$ cat config.mk
export PLATFORM = sky130hd
export DESIGN_NAME = raster_sequencer
export DESIGN_NICKNAME = d
export VERILOG_FILES = /design/src/rtl/raster_sequencer.sv
export SDC_FILE = /design/constraint.sdc
export NUM_CORES = 1
export LEC_CHECK = 0
export CORE_ASPECT_RATIO = 1.25
export CORE_MARGIN = 3
export CORE_UTILIZATION = 50
export DETAILED_ROUTE_END_ITERATION = 10
export GPL_TIMING_DRIVEN = 0
export PLACE_DENSITY = 0.74
export SLEW_MARGIN = 15
export SYNTH_ARGS = -nofsm -noshare
export SYNTH_HDL_FRONTEND = slang
export SYNTH_SLANG_ARGS = --single-unit
$ cat constraint.sdc
create_clock -name clk -period 3.2 [get_ports clk]
set_clock_uncertainty 0.15 [all_clocks]
set_input_delay 0.48 -clock clk [delete_from_list [all_inputs] [get_ports clk]]
set_output_delay 0.48 -clock clk [all_outputs]
set_load 0.02 [all_outputs]
$ cat src/rtl/raster_sequencer.sv
// Draw-engine controller: walks the pixels of one CLEAR/PIXEL/RECT/LINE command and
// streams them to the framebuffer over a valid/ready handshake, one pixel per accepted beat.
module raster_sequencer #(
   parameter int COORD_W = 3
) (
   input  logic               clk,
   input  logic               rst_n,
   input  logic               cmd_valid,
   output logic               cmd_ready,
   input  logic [1:0]         command,
   input  logic [COORD_W-1:0] x1,
   input  logic [COORD_W-1:0] y1,
   input  logic [COORD_W-1:0] x2,
   input  logic [COORD_W-1:0] y2,
   input  logic [COORD_W-1:0] rect_width,
   input  logic [COORD_W-1:0] rect_height,
   output logic               pix_we,
   input  logic               pix_ready,
   output logic [COORD_W-1:0] pix_x,
   output logic [COORD_W-1:0] pix_y,
   output logic               pix_val,
   output logic               busy,
   output logic               done,
   output logic               cmd_dropped
);
   localparam int E = COORD_W + 3;
   localparam logic [COORD_W-1:0] MAX = '1;
   localparam logic [COORD_W-1:0] ONE = COORD_W'(1);

   typedef enum logic [2:0] {S_IDLE, S_CLEAR, S_PIXEL, S_RECT, S_LINE, S_DONE} state_t;

   state_t r_state, w_nstate;
   logic               w_accept, w_consume, w_last;
   logic [COORD_W-1:0] r_x, r_y, r_x0, r_xe, r_ye, r_x2, r_y2;
   logic               r_sx, r_sy, r_val, r_we, r_ready, r_busy, r_done, r_drop;
   logic signed [E-1:0] r_err, r_dx, r_dy;
   logic signed [E-1:0] w_e2, w_ddx, w_ddy, w_adx, w_ady, w_err_nx;
   logic               w_stepx, w_stepy;
   logic [COORD_W:0]   w_sumx, w_sumy;
   logic [COORD_W-1:0] w_xe, w_ye;

   // RECT extents are summed one bit wider so an overflowing edge clips to the grid border.
   assign w_sumx = {1'b0, x1} + {1'b0, rect_width};
   assign w_sumy = {1'b0, y1} + {1'b0, rect_height};
   assign w_xe   = w_sumx[COORD_W] ? MAX : w_sumx[COORD_W-1:0];
   assign w_ye   = w_sumy[COORD_W] ? MAX : w_sumy[COORD_W-1:0];

   assign w_ddx = $signed({{3{1'b0}}, x2}) - $signed({{3{1'b0}}, x1});
   assign w_ddy = $signed({{3{1'b0}}, y2}) - $signed({{3{1'b0}}, y1});
   assign w_adx = (w_ddx < 0) ? -w_ddx : w_ddx;
   assign w_ady = (w_ddy < 0) ? -w_ddy : w_ddy;

   // Both Bresenham decisions are taken from the same pre-update error term.
   assign w_e2     = r_err + r_err;
   assign w_stepx  = (w_e2 >= r_dy);
   assign w_stepy  = (w_e2 <= r_dx);
   assign w_err_nx = r_err + (w_stepx ? r_dy : '0) + (w_stepy ? r_dx : '0);

   assign w_consume = r_we & pix_ready;

   always_ff @(posedge clk or negedge rst_n) begin
      if (!rst_n) r_state <= S_IDLE;
      else        r_state <= w_nstate;
   end

   always_comb begin
      w_nstate = r_state;
      w_accept = 1'b0;
      w_last   = 1'b0;
      case (r_state)
         S_IDLE: begin
            if (cmd_valid) begin
               w_accept = 1'b1;
               case (command)
                  2'd0:    w_nstate = S_CLEAR;
                  2'd1:    w_nstate = S_PIXEL;
                  2'd2:    w_nstate = S_RECT;
                  default: w_nstate = S_LINE;
               endcase
            end
         end
         S_CLEAR: w_last = (r_x == MAX) && (r_y == MAX);
         S_PIXEL: w_last = 1'b1;
         S_RECT:  w_last = (r_x == r_xe) && (r_y == r_ye);
         S_LINE:  w_last = (r_x == r_x2) && (r_y == r_y2);
         S_DONE:  w_nstate = S_IDLE;
         default: w_nstate = S_IDLE;
      endcase
      if (w_consume && w_last) w_nstate = S_DONE;
   end

   always_ff @(posedge clk or negedge rst_n) begin
      if (!rst_n) begin
         r_we    <= 1'b0;
         r_ready <= 1'b1;
         r_busy  <= 1'b0;
         r_done  <= 1'b0;
         r_drop  <= 1'b0;
      end else begin
         r_we    <= (w_nstate == S_CLEAR) || (w_nstate == S_PIXEL) ||
                    (w_nstate == S_RECT)  || (w_nstate == S_LINE);
         r_ready <= (w_nstate == S_IDLE);
         r_busy  <= (w_nstate != S_IDLE);
         r_done  <= (w_nstate == S_DONE);
         r_drop  <= cmd_valid & ~r_ready;
      end
   end

   always_ff @(posedge clk or negedge rst_n) begin
      if (!rst_n) begin
         r_x <= '0; r_y <= '0; r_x0 <= '0; r_xe <= '0; r_ye <= '0;
         r_x2 <= '0; r_y2 <= '0; r_sx <= 1'b0; r_sy <= 1'b0; r_val <= 1'b0;
         r_err <= '0; r_dx <= '0; r_dy <= '0;
      end else if (w_accept) begin
         r_x   <= (command == 2'd0) ? '0 : x1;
         r_y   <= (command == 2'd0) ? '0 : y1;
         r_val <= (command != 2'd0);
         r_x0  <= x1;
         r_xe  <= w_xe;
         r_ye  <= w_ye;
         r_x2  <= x2;
         r_y2  <= y2;
         r_sx  <= (w_ddx < 0);
         r_sy  <= (w_ddy < 0);
         r_dx  <= w_adx;
         r_dy  <= -w_ady;
         r_err <= w_adx - w_ady;
      end else if (w_consume && !w_last) begin
         case (r_state)
            S_CLEAR: begin
               if (r_x == MAX) begin r_x <= '0; r_y <= r_y + ONE; end
               else r_x <= r_x + ONE;
            end
            S_RECT: begin
               if (r_x == r_xe) begin r_x <= r_x0; r_y <= r_y + ONE; end
               else r_x <= r_x + ONE;
            end
            S_LINE: begin
               r_err <= w_err_nx;
               if (w_stepx) r_x <= r_sx ? r_x - ONE : r_x + ONE;
               if (w_stepy) r_y <= r_sy ? r_y - ONE : r_y + ONE;
            end
            default: ;
         endcase
      end
   end

   assign cmd_ready   = r_ready;
   assign busy        = r_busy;
   assign done        = r_done;
   assign cmd_dropped = r_drop;
   assign pix_we      = r_we;
   assign pix_x       = r_x;
   assign pix_y       = r_y;
   assign pix_val     = r_val;
endmodule
==> summary.md, run 1 <==
| Metric | Value |
|---|---|
| Result of the run | finished with violations |
| Failing checks | setup timing |
| Quantity of I/O buffers inserted on ports | 35 |
| Total negative setup slack | -397 ps |
| Area contributors post-synth | sky130_fd_sc_hd__dfrtp_1 (33%), sky130_fd_sc_hd__ha_1 (14%), sky130_fd_sc_hd__fa_1 (5.5%) |
| Layout Cells excl Fill | 536 |
| Initial antenna violation count | 0 |
| Horiz. Die Dim | 82.1 um |
| Type of the worst min-delay path | reg -> reg |
| Longest individual stage delay on the worst path | 560 ps |
| DRC violation total after the first TritonRoute iteration | 122 |
| DR WL met3 | 205 um |
| Startpoint of the lowest-slack hold path | r_dy[2] |
| Number of storage elements in the synthesis netlist | 49 |
| Critical Path Source Type | flip-flop |
| Overall die area | 0.00830 mm2 |
| Top layer in use | met4 |
| Dominant synthesized flop cell | sky130_fd_sc_hd__dfrtp_1 |
| Synthesis Warnings | 0 |
| Post-Place Cell Area | 0.00411 mm2 |
| Layout Nets | 520 |
| Number of placement rows | 34 |
| Post-synthesis cell count | 387 |
| Area Growth Syn to Fin | 24.9% |
| Critical-path cell list | ha_1 -> o21ai_1 -> a21oi_1 -> o211ai_1 -> buf_4 -> a31oi_2 -> fa_1 -> ha_1 -> a21o_1 -> a21oi_2 -> xnor2_1 -> xnor2_1 -> xnor2_1 -> a21o_1 |
| Global-route wire length before repair | 14200 um |
| Max Clk Rate | 286 MHz |
| Worst relative slew slack | 0.623 |
| Most common cell in the netlist | sky130_fd_sc_hd__dfrtp_1 |
| Total clock sinks | 49 |
| Hold Fails Final Rpt | 0 |
| Share of cells above drive strength 1 | 0.179 |
| VDD IR-drop max | 666 uV |
| Max-slew violation count | 0 |
| Depth of the worst register-to-register path | 14 |
| Diode count | 0 |
| Top post-synthesis cells by count | sky130_fd_sc_hd__dfrtp_1 (48), sky130_fd_sc_hd__inv_1 (43), sky130_fd_sc_hd__nand2_1 (41), sky130_fd_sc_hd__ha_1 (40) |
| Sequential element share of the synthesized area | 0.339 |
| Maxcap violations | 0 |
| Clock tree from TritonCTS | built |
| Worst Hold Path EP | r_dy[2] |
| Global-route usage over all layers | 0.224 |
| Clock latency at the later pin of the worst-skew pair | 300 ps |
| Start of the worst register-to-register path | r_err[1] |
| Worst Max-Slew Pin Slew | 565 ps |
| Number of enable flip-flop cells after synthesis | 0 |
| Shortest period the worst path allows | 3490 ps |
| Total wirelength of the detailed-routed design | 8920 um |
| Total global routing overflow | 0 |
| Synth Cell Area | 0.00362 mm2 |
| Fin crit share | 1.09 |
| Remaining antenna violation count after routing | 0 |
| Count of unresolved DRC violations after routing | 0 |
| Mean instance size in the synthesized netlist | 9.35 um2 |
| Power per cell area | 989 mW/mm2 |
| Crit end category | flip-flop |
| Critical path required time | 3240 ps |
| WP data arrival | 3530 ps |
| Worst hold path depth | 2 |
| Cell area after layout | 0.00452 mm2 |
| IO Count | 36 |
| Cell taking the most area after synthesis | sky130_fd_sc_hd__dfrtp_1 |
| TritonRoute pass-1 iters | 4 |
| Per-cell via count in the routed design | 5.48 |
| Count of unique library cells instantiated by Yosys | 53 |
| Routability Congestion | 0.827 |
| Number of vias after detailed routing | 2936 |
| Total setup violations reported at the end of the flow | 3 |
| Unrepaired setup endpoints after global routing | yes |
| Peak fanout along the critical path | 4 |
| Via count of the first global-routing pass | 3049 |
| H-Tree Level Count | 2 |
| Worst setup slack after layout | -292 ps |
| Average wire per standard cell | 16.6 um |
| M1 wire length | 3600 um |
| Largest net degree at the start of global routing | 34 |
| DR WL met2 | 4870 um |
| Type of the worst setup path | reg -> reg |
| HPWL after detailed placement | 6580 um |
| Register-to-register setup slack | -290 ps |
| Most used cell, CP | sky130_fd_sc_hd__xnor2_1 |
| Share of synthesized flip-flops with an asynchronous set or reset | 1.00 |
| Maximum buffer depth of the clock tree | 2 |
| Destination of the worst register-to-register timing path | r_err[4] |
| Cells after DPL | 513 |
| Share of Yosys cell area claimed by the top area cell type | 0.332 |
| Leakage dissipation | 2.10 nW |
| Clock transition at path regs | 80 ps |
| Root buffer selected by CTS | sky130_fd_sc_hd__clkbuf_8 |
| Starting density of the core | 0.519 |
| Cell with the biggest individual delay on the critical path | sky130_fd_sc_hd__fa_1 |
| Vertical extent of the die | 101 um |
| Number of nets produced by synthesis | 461 |
| Area of the placeable core | 0.00698 mm2 |
| Total CTS buffers | 5 |
-- where the power goes --
group / internal (mW) / switching, mW
sequential: 0.900 / 0.273
combinational: 1.37 / 1.50
clock: 0.227 / 0.194
total: 2.50 / 1.97
-- critical path: cells and delay by family, from the launching register on --
family | cells | cell delay [ps]
flops | 1 | 450
fa+ha+maj | 3 | 1110
compound gates | 7 | 1030
buf+inv | 1 | 200
xor+xnor | 3 | 450
-- stage by stage --
step | util | power, mW | hold WS, ps | worst slack [ps]
CTS | 0.624 | 4.25 | 347 | -211
global route | 0.648 | 4.83 | 372 | -405
floorplan | - | 2.94 | 34.4 | -25.7
global placement | 0.587 | 3.56 | 321 | -613
finish | 0.648 | 4.47 | 347 | -292
detailed placement | 0.589 | 3.65 | 277 | -722
-- area by class of cell --
| type | count | area, um2 |
|---|---|---|
| Sequential cell | 49 | 1230 |
| Clock buffer | 5 | 68.8 |
| Multi-Input combinational cell | 283 | 2370 |
| Buffer | 12 | 50.0 |
| Tap cell | 90 | 113 |
| Clock inverter | 2 | 35.0 |
| Timing Repair Buffer | 52 | 487 |
| Inverter | 43 | 164 |
| Fill cell | 612 | 2460 |
-- state kept, by name (all words and copies together) (netlist names), 3 cells and up --
signal	cells
r_x2	3
r_xe	3
pix_y	3
r_y2	3
r_dy	6
r_x0	3
r_ye	3
r_err	5
pix_x	3
r_state	3
r_dx	6
-- layer usage --
layer,vias up,global-route usage
met5,-,0
met4,0,0.0870
met3,17,0.0358
met2,51,0.409
met1,1429,0.257
li1,1439,-
-- cells by family (layout without fill, tap and decap cells) --
group                    count (synthesis)  count (layout)  share of synthesized area
AO/OA/AOI/OAI                           84              84                      0.142
XOR/XNOR                                29              29                     0.0702
adder cells (fa/ha/maj)                 50              50                      0.194
buffers and inverters                   55             114                     0.0584
flip-flops                              49              49                      0.339
multiplexers                            18              18                     0.0526
AND/OR/NAND/NOR                        102             102                      0.144
-- cell usage in the layout (no fill, tap or decap), types with 9 or more instances in the layout --
cell,Yosys,routed
sky130_fd_sc_hd__xor2_1,14,13
sky130_fd_sc_hd__dfrtp_1,48,45
sky130_fd_sc_hd__buf_4,0,15
sky130_fd_sc_hd__clkdlybuf4s50_1,0,30
sky130_fd_sc_hd__inv_1,43,34
sky130_fd_sc_hd__mux2i_1,10,9
sky130_fd_sc_hd__o21ai_1,15,17
sky130_fd_sc_hd__a21oi_1,20,18
sky130_fd_sc_hd__xnor2_1,15,15
sky130_fd_sc_hd__nand2_1,41,40
sky130_fd_sc_hd__o21ai_0,15,12
sky130_fd_sc_hd__nor2_1,20,20
sky130_fd_sc_hd__ha_1,40,31
-- worst max-delay path by stage --
stage / start / end / cells after the start
final: r_err[1] / r_err[4] / 14
after global routing: r_err[0] / r_err[4] / 14
after CTS: r_err[2] / r_err[4] / 13
after detailed placement: y1[0] / r_err[4] / 13
after global placement: y1[0] / r_err[4] / 13
after floorplan: r_err[3] / r_err[4] / 13
-- repair_timing --
action                                 in CTS  in global routing
endpoints found under the hold margin      16                  0
buffers inserted                            8                  7
setup endpoints to repair                   3                  3
hold buffers                                1                  0
resized for setup                          18                 26
pin swaps                                   8                 13
No activity file was read; power rests on OpenSTA's default activity.
==> run 2: changes to the inputs <==
- CORE_ASPECT_RATIO: 1.25 -> 0.7
==> summary.md, run 2 (synthesized netlist as in run 1, its figures left out) <==
| Metric | Value |
|---|---|
| Result of the run | finished with violations |
| Failing checks | setup timing |
| Dpl ws | -741 ps |
| Total setup violations reported at the end of the flow | 2 |
| Total wirelength of the detailed-routed design | 11200 um |
| Count of unresolved DRC violations after routing | 0 |
| Met3 demand-to-capacity share in global routing | 0.0521 |
| HPWL after detailed placement | 7080 um |
| Area of the placeable core | 0.00688 mm2 |
| Total global routing overflow | 0 |
| TritonRoute pass-1 iters | 5 |
| Layout Nets | 551 |
| Max Clk Rate | 290 MHz |
| Routability Congestion | 0.973 |
| Met2 layer usage reported by global route | 0.404 |
| Met1 capacity usage during global routing | 0.364 |
| Clock latency at the later pin of the worst-skew pair | 320 ps |
| Maximum buffer depth of the clock tree | 2 |
| Overall die area | 0.00831 mm2 |
| Worst hold slack | 357 ps |
| Unrepaired setup endpoints after global routing | yes |
| Largest registers ranked by flip-flop count | r_dx (6), r_dy (6), r_err (5) |
| Hold Fails Final Rpt | 0 |
| Worst setup slack after layout | -248 ps |
| IO Count | 36 |
| Global-route wire length before repair | 16800 um |
| Shortest period the worst path allows | 3450 ps |
| Via count of the first global-routing pass | 3398 |
| Remaining antenna violation count after routing | 0 |
| Type of the worst setup path | in -> reg |
| DRC violation total after the first TritonRoute iteration | 260 |
| Peak fanout along the critical path | 2 |
| Initial antenna violation count | 0 |
| Root buffer selected by CTS | sky130_fd_sc_hd__clkbuf_8 |
| Max-slew violation count | 0 |
| Cell with the biggest individual delay on the critical path | sky130_fd_sc_hd__nor4_1 |
| Global-route usage over all layers | 0.261 |
| Core utilization of the finished layout | 0.707 |
| Longest individual stage delay on the worst path | 670 ps |
| Total clock sinks | 49 |
| GRT busiest layer | met2 |
| Clock transition at path regs | 90 ps |
| VDD IR-drop max | 537 uV |
| Largest net degree at the start of global routing | 35 |
| Average wire per standard cell | 19.6 um |
| Maxcap violations | 0 |
| Number of placement rows | 25 |
| Critical-path cell list | clkdlybuf4s50_1 -> inv_2 -> ha_1 -> inv_2 -> fa_2 -> buf_4 -> nor4_1 -> ha_1 -> o21a_1 -> o32ai_2 -> a21o_1 |
| Cells after DPL | 517 |
| Per-cell via count in the routed design | 5.81 |
| Leakage dissipation | 2.26 nW |
| Diode count | 0 |
| Worst relative slew slack | 0.491 |
| Highest-count cells in the layout ignoring fill and taps | sky130_fd_sc_hd__dfrtp_1 (44), sky130_fd_sc_hd__buf_4 (44), sky130_fd_sc_hd__nand2_1 (40) |
| Type of the worst min-delay path | reg -> reg |
| Vertical extent of the die | 77.2 um |
| Total CTS buffers | 5 |
| Power per cell area | 1050 mW/mm2 |
| Post-Place Cell Area | 0.00412 mm2 |
| Number of vias after detailed routing | 3321 |
| Clock tree from TritonCTS | built |
| Critical Path Source Type | input port |
| Crit end category | flip-flop |
| Share of cells above drive strength 1 | 0.264 |
| Horiz. Die Dim | 108 um |
| Worst Max-Slew Pin Slew | 757 ps |
| Layout Cells excl Fill | 572 |
| WP data arrival | 3540 ps |
| Area Growth Syn to Fin | 34.4% |
| Cell area after layout | 0.00486 mm2 |
| Quantity of I/O buffers inserted on ports | 35 |
| Fin crit share | 1.08 |
| H-Tree Level Count | 2 |
| Critical path required time | 3290 ps |
| Starting density of the core | 0.526 |
## run 2: layer usage
layer / vias to the layer above / wire (um) / part of all wire
met4: 0 / 376 / 0.034
met3: 41 / 774 / 0.069
met5: - / 0 / 0
met2: 169 / 5050 / 0.45
li1: 1501 / - / -
met1: 1610 / 4990 / 0.45
## run 2: final timing paths
path,cells past startpoint,end,from,slack [ps]
worst min register to register,1,cmd_dropped,cmd_ready,360
max in group asynchronous,3,cmd_ready,rst_n,1850
worst max-delay path,11,r_err[4],x2[0],-250
worst max register to register,14,r_err[4],r_err[0],-240
worst min-delay path,1,cmd_dropped,cmd_ready,360
min in group asynchronous,2,r_dx[4],rst_n,480
## run 2: cell type report
| type | instances | area, um2 |
|---|---|---|
| multi-input combinational | 283 | 2480 |
| fill | 517 | 2020 |
| sequential | 49 | 1230 |
| timing repair buffer | 83 | 714 |
| inverter | 43 | 161 |
| tap | 94 | 118 |
| clock buffer | 6 | 72.6 |
| buffer | 12 | 50.0 |
| clock inverter | 2 | 35.0 |
## run 2: what timing repair did
action | CTS | global route
setup endpoints to repair | 3 | 4
pin swaps | 15 | 12
hold endpoints to repair | 15 | 0
hold buffers | 1 | 0
gates cloned | 0 | 0
buffers inserted | 40 | 8
resized for setup | 41 | 27
## run 2: stage by stage
step	total power [mW]	setup TNS (ps)
after floorplan	2.94	-25.7
after global placement	3.53	-1840
after detailed placement	3.63	-2370
after CTS	4.50	-58.2
after global routing	5.43	-598
final	5.08	-306
## run 2: where the power goes
group	switching, mW	total (mW)	internal (mW)
sequential	0.291	1.19	0.901
clock	0.211	0.443	0.232
combinational	1.75	3.45	1.69
total	2.25	5.08	2.83
## run 2: worst max-delay path: cells and delay by family
kind,cells,cell delay (ps)
buf+inv,4,760
simple gates,1,670
compound gates,3,580
fa+ha+maj,3,1040
